--- config.mk ---
export PLATFORM = sky130hd
export DESIGN_NAME = apb_reg_slave
export DESIGN_NICKNAME = d
export VERILOG_FILES = /design/src/rtl/apb_reg_slave.sv
export SDC_FILE = /design/constraint.sdc
export NUM_CORES = 1
export LEC_CHECK = 0
export ABC_AREA = 0
export CAP_MARGIN = 20
export CORE_AREA = 2 2 126 189
export CTS_CLUSTER_SIZE = 20
export DETAILED_ROUTE_END_ITERATION = 16
export DIE_AREA = 0 0 128 191
export HOLD_SLACK_MARGIN = 0.08
export PLACE_DENSITY = 0.81
export SYNTH_ARGS = -nofsm -noshare
export SYNTH_HDL_FRONTEND = slang
export SYNTH_SLANG_ARGS = --single-unit
--- constraint.sdc ---
create_clock -name HCLK -period 3 [get_ports HCLK]
set_input_delay 0.6 -clock HCLK [delete_from_list [all_inputs] [get_ports HCLK]]
set_output_delay 0.6 -clock HCLK [all_outputs]
set_load 0.01 [all_outputs]
--- src/rtl/apb_reg_slave.sv ---
// APB completer holding the bridge register file: ID, CTRL, W1C STATUS and scratch words.
// Wait states are inserted through PREADY; every state change is qualified by PCLKEN.
module apb_reg_slave #(
  parameter int                   ADDRWIDTH   = 16,
  parameter int                   DATAWIDTH   = 32,
  parameter int                   NUM_REGS    = 8,
  parameter int                   WAIT_CYCLES = 0,
  parameter logic [DATAWIDTH-1:0] ID_VALUE    = 32'hA9B0_0001,
  parameter logic [DATAWIDTH-1:0] CTRL_RESET  = {DATAWIDTH{1'b0}}
) (
  input  logic                   HCLK,
  input  logic                   HRESET,
  input  logic                   PCLKEN,
  input  logic                   PSEL,
  input  logic                   PENABLE,
  input  logic [ADDRWIDTH-1:0]   PADDR,
  input  logic                   PWRITE,
  input  logic [DATAWIDTH-1:0]   PWDATA,
  input  logic [DATAWIDTH/8-1:0] PSTRB,
  input  logic [2:0]             PPROT,
  output logic [DATAWIDTH-1:0]   PRDATA,
  output logic                   PREADY,
  output logic                   PSLVERR,
  output logic [DATAWIDTH-1:0]   ctrl_out,
  input  logic [DATAWIDTH-1:0]   status_in
);

  localparam int IDXW  = ADDRWIDTH - 2;
  localparam int STRBW = DATAWIDTH / 8;
  localparam logic [IDXW-1:0] IDX_ID     = IDXW'(0);
  localparam logic [IDXW-1:0] IDX_CTRL   = IDXW'(1);
  localparam logic [IDXW-1:0] IDX_STATUS = IDXW'(2);
  localparam logic [IDXW-1:0] IDX_LIMIT  = IDXW'(NUM_REGS);

  typedef enum logic [0:0] {
    IDLE   = 1'b0,
    ACCESS = 1'b1
  } state_t;

  function automatic logic [DATAWIDTH-1:0] merge_lanes(
    input logic [DATAWIDTH-1:0] old_v,
    input logic [DATAWIDTH-1:0] new_v,
    input logic [STRBW-1:0]     strb
  );
    logic [DATAWIDTH-1:0] res;
    res = old_v;
    for (int b = 0; b < STRBW; b++) begin
      if (strb[b]) begin
        res[8*b +: 8] = new_v[8*b +: 8];
      end
    end
    return res;
  endfunction

  state_t               state_r;
  logic [3:0]           wait_cnt_r;
  logic [IDXW-1:0]      idx_r;
  logic                 write_r;
  logic [DATAWIDTH-1:0] wdata_r;
  logic [STRBW-1:0]     strb_r;
  logic                 err_r;
  logic [DATAWIDTH-1:0] prdata_r;
  logic [DATAWIDTH-1:0] ctrl_r;
  logic [DATAWIDTH-1:0] scratch_r [3:NUM_REGS-1];
  logic                 viol_r;

  logic [IDXW-1:0]      setup_idx_s;
  logic                 setup_err_s;
  logic [DATAWIDTH-1:0] setup_rdata_s;
  logic [DATAWIDTH-1:0] scratch_rd_s;
  logic                 commit_s;
  logic                 viol_set_s;
  logic                 viol_clr_s;
  logic                 unused_s;

  assign unused_s = ^{PADDR[1:0], PPROT[2:1], status_in[0]};

  // Setup-phase decode: error classification and the read value to be registered.
  always_comb begin
    setup_idx_s  = PADDR[ADDRWIDTH-1:2];
    scratch_rd_s = {DATAWIDTH{1'b0}};
    for (int i = 3; i < NUM_REGS; i++) begin
      if (setup_idx_s == IDXW'(i)) begin
        scratch_rd_s = scratch_r[i];
      end
    end
    if (setup_idx_s >= IDX_LIMIT) begin
      setup_err_s = 1'b1;
    end else if (PWRITE && (setup_idx_s == IDX_ID)) begin
      setup_err_s = 1'b1;
    end else if (PWRITE && (setup_idx_s == IDX_CTRL) && !PPROT[0]) begin
      setup_err_s = 1'b1;
    end else begin
      setup_err_s = 1'b0;
    end
    if (setup_err_s || PWRITE) begin
      setup_rdata_s = {DATAWIDTH{1'b0}};
    end else begin
      case (setup_idx_s)
        IDX_ID:     setup_rdata_s = ID_VALUE;
        IDX_CTRL:   setup_rdata_s = ctrl_r;
        IDX_STATUS: setup_rdata_s = {status_in[DATAWIDTH-1:1], viol_r};
        default:    setup_rdata_s = scratch_rd_s;
      endcase
    end
  end

  assign commit_s   = PCLKEN && (state_r == ACCESS) && PSEL && PENABLE &&
                      (wait_cnt_r == 4'd0) && write_r && !err_r;
  // An access phase without a setup, or a setup abandoned mid-access, is a violation.
  assign viol_set_s = PCLKEN && (((state_r == IDLE) && PSEL && PENABLE) ||
                                 ((state_r == ACCESS) && !(PSEL && PENABLE)));
  assign viol_clr_s = commit_s && (idx_r == IDX_STATUS) && strb_r[0] && wdata_r[0];

  // Transfer FSM: setup capture, wait-state countdown, completion and abort.
  always_ff @(posedge HCLK) begin
    if (HRESET) begin
      state_r    <= IDLE;
      wait_cnt_r <= 4'd0;
      idx_r      <= {IDXW{1'b0}};
      write_r    <= 1'b0;
      wdata_r    <= {DATAWIDTH{1'b0}};
      strb_r     <= {STRBW{1'b0}};
      err_r      <= 1'b0;
      prdata_r   <= {DATAWIDTH{1'b0}};
    end else if (PCLKEN) begin
      case (state_r)
        IDLE: begin
          if (PSEL && !PENABLE) begin
            idx_r      <= setup_idx_s;
            write_r    <= PWRITE;
            wdata_r    <= PWDATA;
            strb_r     <= PSTRB;
            err_r      <= setup_err_s;
            prdata_r   <= setup_rdata_s;
            wait_cnt_r <= 4'(WAIT_CYCLES);
            state_r    <= ACCESS;
          end
        end
        ACCESS: begin
          if (PSEL && PENABLE && (wait_cnt_r != 4'd0)) begin
            wait_cnt_r <= wait_cnt_r - 4'd1;
          end else begin
            wait_cnt_r <= 4'd0;
            err_r      <= 1'b0;
            prdata_r   <= {DATAWIDTH{1'b0}};
            state_r    <= IDLE;
          end
        end
        default: begin
          wait_cnt_r <= 4'd0;
          err_r      <= 1'b0;
          prdata_r   <= {DATAWIDTH{1'b0}};
          state_r    <= IDLE;
        end
      endcase
    end
  end

  // Register file; a violation set takes priority over a same-cycle W1C clear.
  always_ff @(posedge HCLK) begin
    if (HRESET) begin
      ctrl_r <= CTRL_RESET;
      viol_r <= 1'b0;
      for (int i = 3; i < NUM_REGS; i++) begin
        scratch_r[i] <= {DATAWIDTH{1'b0}};
      end
    end else begin
      if (commit_s && (idx_r == IDX_CTRL)) begin
        ctrl_r <= merge_lanes(ctrl_r, wdata_r, strb_r);
      end
      for (int i = 3; i < NUM_REGS; i++) begin
        if (commit_s && (idx_r == IDXW'(i))) begin
          scratch_r[i] <= merge_lanes(scratch_r[i], wdata_r, strb_r);
        end
      end
      if (viol_set_s) begin
        viol_r <= 1'b1;
      end else if (viol_clr_s) begin
        viol_r <= 1'b0;
      end
    end
  end

  assign PREADY   = (state_r == ACCESS) && (wait_cnt_r == 4'd0);
  assign PSLVERR  = PREADY && err_r;
  assign PRDATA   = prdata_r;
  assign ctrl_out = ctrl_r;

endmodule

==> summary.md, run 1 <==
| Metric | Value |
|---|---|
| Run status | complete, no violations |
| Seq/Total Area, Yosys | 57.7% |
| Top layer reached by signal wires | met4 |
| Worst-path clk slew | 0.07 ns |
| Hold_ws | 0.455 ns |
| PwrDens | approximately 570 nW/um2 |
| Routability cong. | 0.871 |
| WL met2 | ~19 mm |
| Crit path arrival time | 2.31 ns |
| Total GRT Usage | 29.5% |
| Netlist Area Pre-Place | 12600 um2 |
| Prevailing post-synth register cell | edfxtp_1 |
| Setup crit start | wait_cnt_r[0] |
| Final nets | about 1500 |
| R2R cell count | 5 |
| DR WL/cell | 21.5 um |
| DRT antenna net count | 0 |
| Clk Latency, worst-skew pair | 0.55 ns |
| R2R setup slack | between 0.6 and 0.7 ns |
| Post-Syn Nets | 1387 |
| Crit end category | primary output |
| Via density | 6.36 |
| DRT met1 WL | approximately 13 mm |
| Max Fclk | between 0.3 and 0.4 GHz |
| Top cell type's share of synthesized area | about two fifths |
| VDD IR-drop max | 550 uV |
| Root Buffer | clkbuf_16 |
| First-pass GRT wire length | 56.2 mm |
| Synth top area cells | edfxtp_1 38%, dfxtp_1 19%, a21oi_1 6.9%, nor2_1 6.4%, nand2_1 5.0% |
| CP Max Fanout | 13 |
| Synthesized instance count | 1292 |
| RR Startpoint | state_r |
| Maxcap violations | 0 |
| Standard-cell rows | 68 |
| Met3 WL | 3.32 mm |
| Design area | 15300 um2 |
| Number of synthesized flops with an enable pin | 160 |
| Asr flop ratio synth | 0% |
| Netlist cell types | 52 |
| Slew @ Worst Pin | about 1.1 ns |
| Chip width | 128 um |
| Initial core utilization | 55.1% |
| Port Buffers | 153 |
| Syn_area_per_cell | 9.73 um2 |
| Ant diodes | 0 |
| DRC | 0 |
| Largest net degree at the start of global routing | 60 |
| Rel. slew slack | 23.4% |
| CTS tree | done |
| Synthesis Warnings | 0 |
| DRT iter0 DRCs | 1034 |
| Global route overflow | 0 |
| CTS Sinks | 282 |
| Period utilization | 96.9% |
| # resized after CTS | 0 |
| Post-layout min period | between 2 and 3 ns |
| IO Pins | 159 |
| Pre-antenna DRT Iters | 5 |
| RSZ-0062 raised after global routing | no |
| H-tree depth | 1 |
| Area of the die | 24400 um2 |
| Placed cell area | around 14000 um2 |
| HP Class | reg -> reg |
| Number of global-route vias before repair | roughly 11000 |
| Final hold violation count | 0 |
| Via count | 10800 |
| #FFs+latches synth | 282 |
| Fin Clk Skew | 0.0221 ns |
| Share of cells above drive strength 1 | 7.63% |
| # setup viols final | 0 |
| Area growth, synth to finish | 21.6% |
| Leakage power | about 5.1 nW |
| Clock Tree Buf Depth | 3 |
| Total core area | about 23000 um2 |
| Critical path endpoint | PSLVERR |
| WL final | 36.5 mm |
| Slew Viols, Final | 0 |
| Setup crit start kind | flop |
| Initial antenna violation count | 0 |
| Synth area leader | edfxtp_1 |
| Cts hold-fix bufs | 0 |
| Setup TNS | 0 ns |
| Crit Path Category | reg -> out |
| Dpl hpwl | roughly 23 mm |
| CTS buffer count | 26 |
| Die Y | 191 um |
| Worst EP required | between 2 and 2.5 ns |
| Filler Cells Inserted | ~1700 |
| # Post-CTS Setup Buffers | 0 |
| Reg2reg end | PRDATA[22] |
[stage by stage]
step | setup WS, ns | instances | utilization [%] | power [W]
floorplan | 0.719 | 1292 | - | 0.00468
global placement | 0.140 | 1647 | 62.8 | 0.00496
detailed placement | 0.0783 | 1647 | 62.8 | 0.00497
CTS | 0.0351 | 1695 | 67.0 | 0.00864
global route | 0.00587 | 1695 | 67.0 | 0.00883
finish | 0.0927 | 1695 | 67.0 | 0.00864
[layout make-up]
class	count	area [um2]	share of cell area (%)
flip-flops and latches	282	7250	47.4
multi-input cells	880	4790	31.4
repair buffers	198	1900	12.5
clock buffers	30	697	4.56
well taps	280	350	2.29
clock inverters	18	263	1.72
inverters	7	31.3	0.205
[synth_stat cells, drive strengths merged (8+ instances only)]
master and number:
buf 52, o21bai 24, clkbuf 71, o21ai 34
nand2 168, dfxtp 122, a41o 8, o21a 32
o31ai 31, a31o 12, a221oi 32, o22ai 8
edfxtp 160, nor2 214, a32o 32, nand2b 13
a21oi 175, nand4 8, nand3 37
[placed cells by master (no fill, tap or decap), types with 5 or more instances in the layout]
cell type        instances
a21oi_1                173
nand2b_1                13
a41o_1                   8
edfxtp_1               160
dfxtp_1                122
o22ai_1                  8
buf_4                   43
o21a_1                  32
bufinv_16                7
clkdlybuf4s50_1        149
a32o_1                  32
o31ai_1                 31
nand2_1                168
and4_1                   5
clkbuf_16               27
o21ai_0                 33
o21bai_1                24
clkinv_1                 6
nand3_1                 36
nor2_1                 214
nand4_1                  5
a221oi_1                32
a31o_1                  12
[worst min-delay path by stage]
stage | cells after the start | start | endpoint | slack [ns]
4_1_cts | 2 | write_r | write_r | 0.46
6_report | 2 | write_r | write_r | 0.46
3_3_place_gp | 2 | write_r | write_r | 0.44
5_1_grt | 1 | PRDATA[23] | PRDATA[23] | 0.48
3_5_place_dp | 2 | write_r | write_r | 0.45
2_1_floorplan | 2 | write_r | write_r | 0.43
[layer usage]
layer  up-vias  track usage, %
met5         -               0
met4         0            12.8
met3        95            4.00
met2       633            52.9
met1      5187            35.3
li1       4872               -
[power by group]
part / total (W) / switching, W / internal [W]
Combinational: 0.000677 / 0.000406 / 0.000271
Sequential: 0.00423 / 0.0000590 / 0.00417
Clock: 0.00373 / 0.00147 / 0.00226
Total: 0.00864 / 0.00193 / 0.00671
[sequential cells by signal, indices dropped and copies added (netlist names), 4 cells and up]
signal / flops
wdata_r: 32
wait_cnt_r: 4
ctrl_out: 32
PRDATA: 32
strb_r: 4
idx_r: 14
scratch_r: 160
[worst max-delay path, stage by stage (launching register included)]
cell             delay, ns
dfxtp_1               0.32
inv_1                 0.12
ha_1                  0.21
nand3_2               0.23
inv_6                 0.21
and2_1                0.15
clkdlybuf4s50_1       0.53
[logic make-up (layout without fill, tap and decap cells)]
kind of cell,after synthesis,in the layout,share of synthesized area (%)
simple gates,478,478,16.8
compound gates,396,396,20.7
flops,282,282,57.7
buf+inv,130,253,4.38
xor+xnor,4,4,0.279
fa+ha+maj,2,2,0.199
Power figures use the tool's default switching activity.
==> run 2: changes to the inputs <==
--- a/config.mk
+++ b/config.mk
@@ -6,7 +6,6 @@
 export NUM_CORES = 1
 export LEC_CHECK = 0
 export ABC_AREA = 0
-export CAP_MARGIN = 20
 export CORE_AREA = 2 2 126 189
 export CTS_CLUSTER_SIZE = 20
 export DETAILED_ROUTE_END_ITERATION = 16
==> results of run 2 <==
Same layout as run 1: the final DEF is identical, and so are final timing and power.
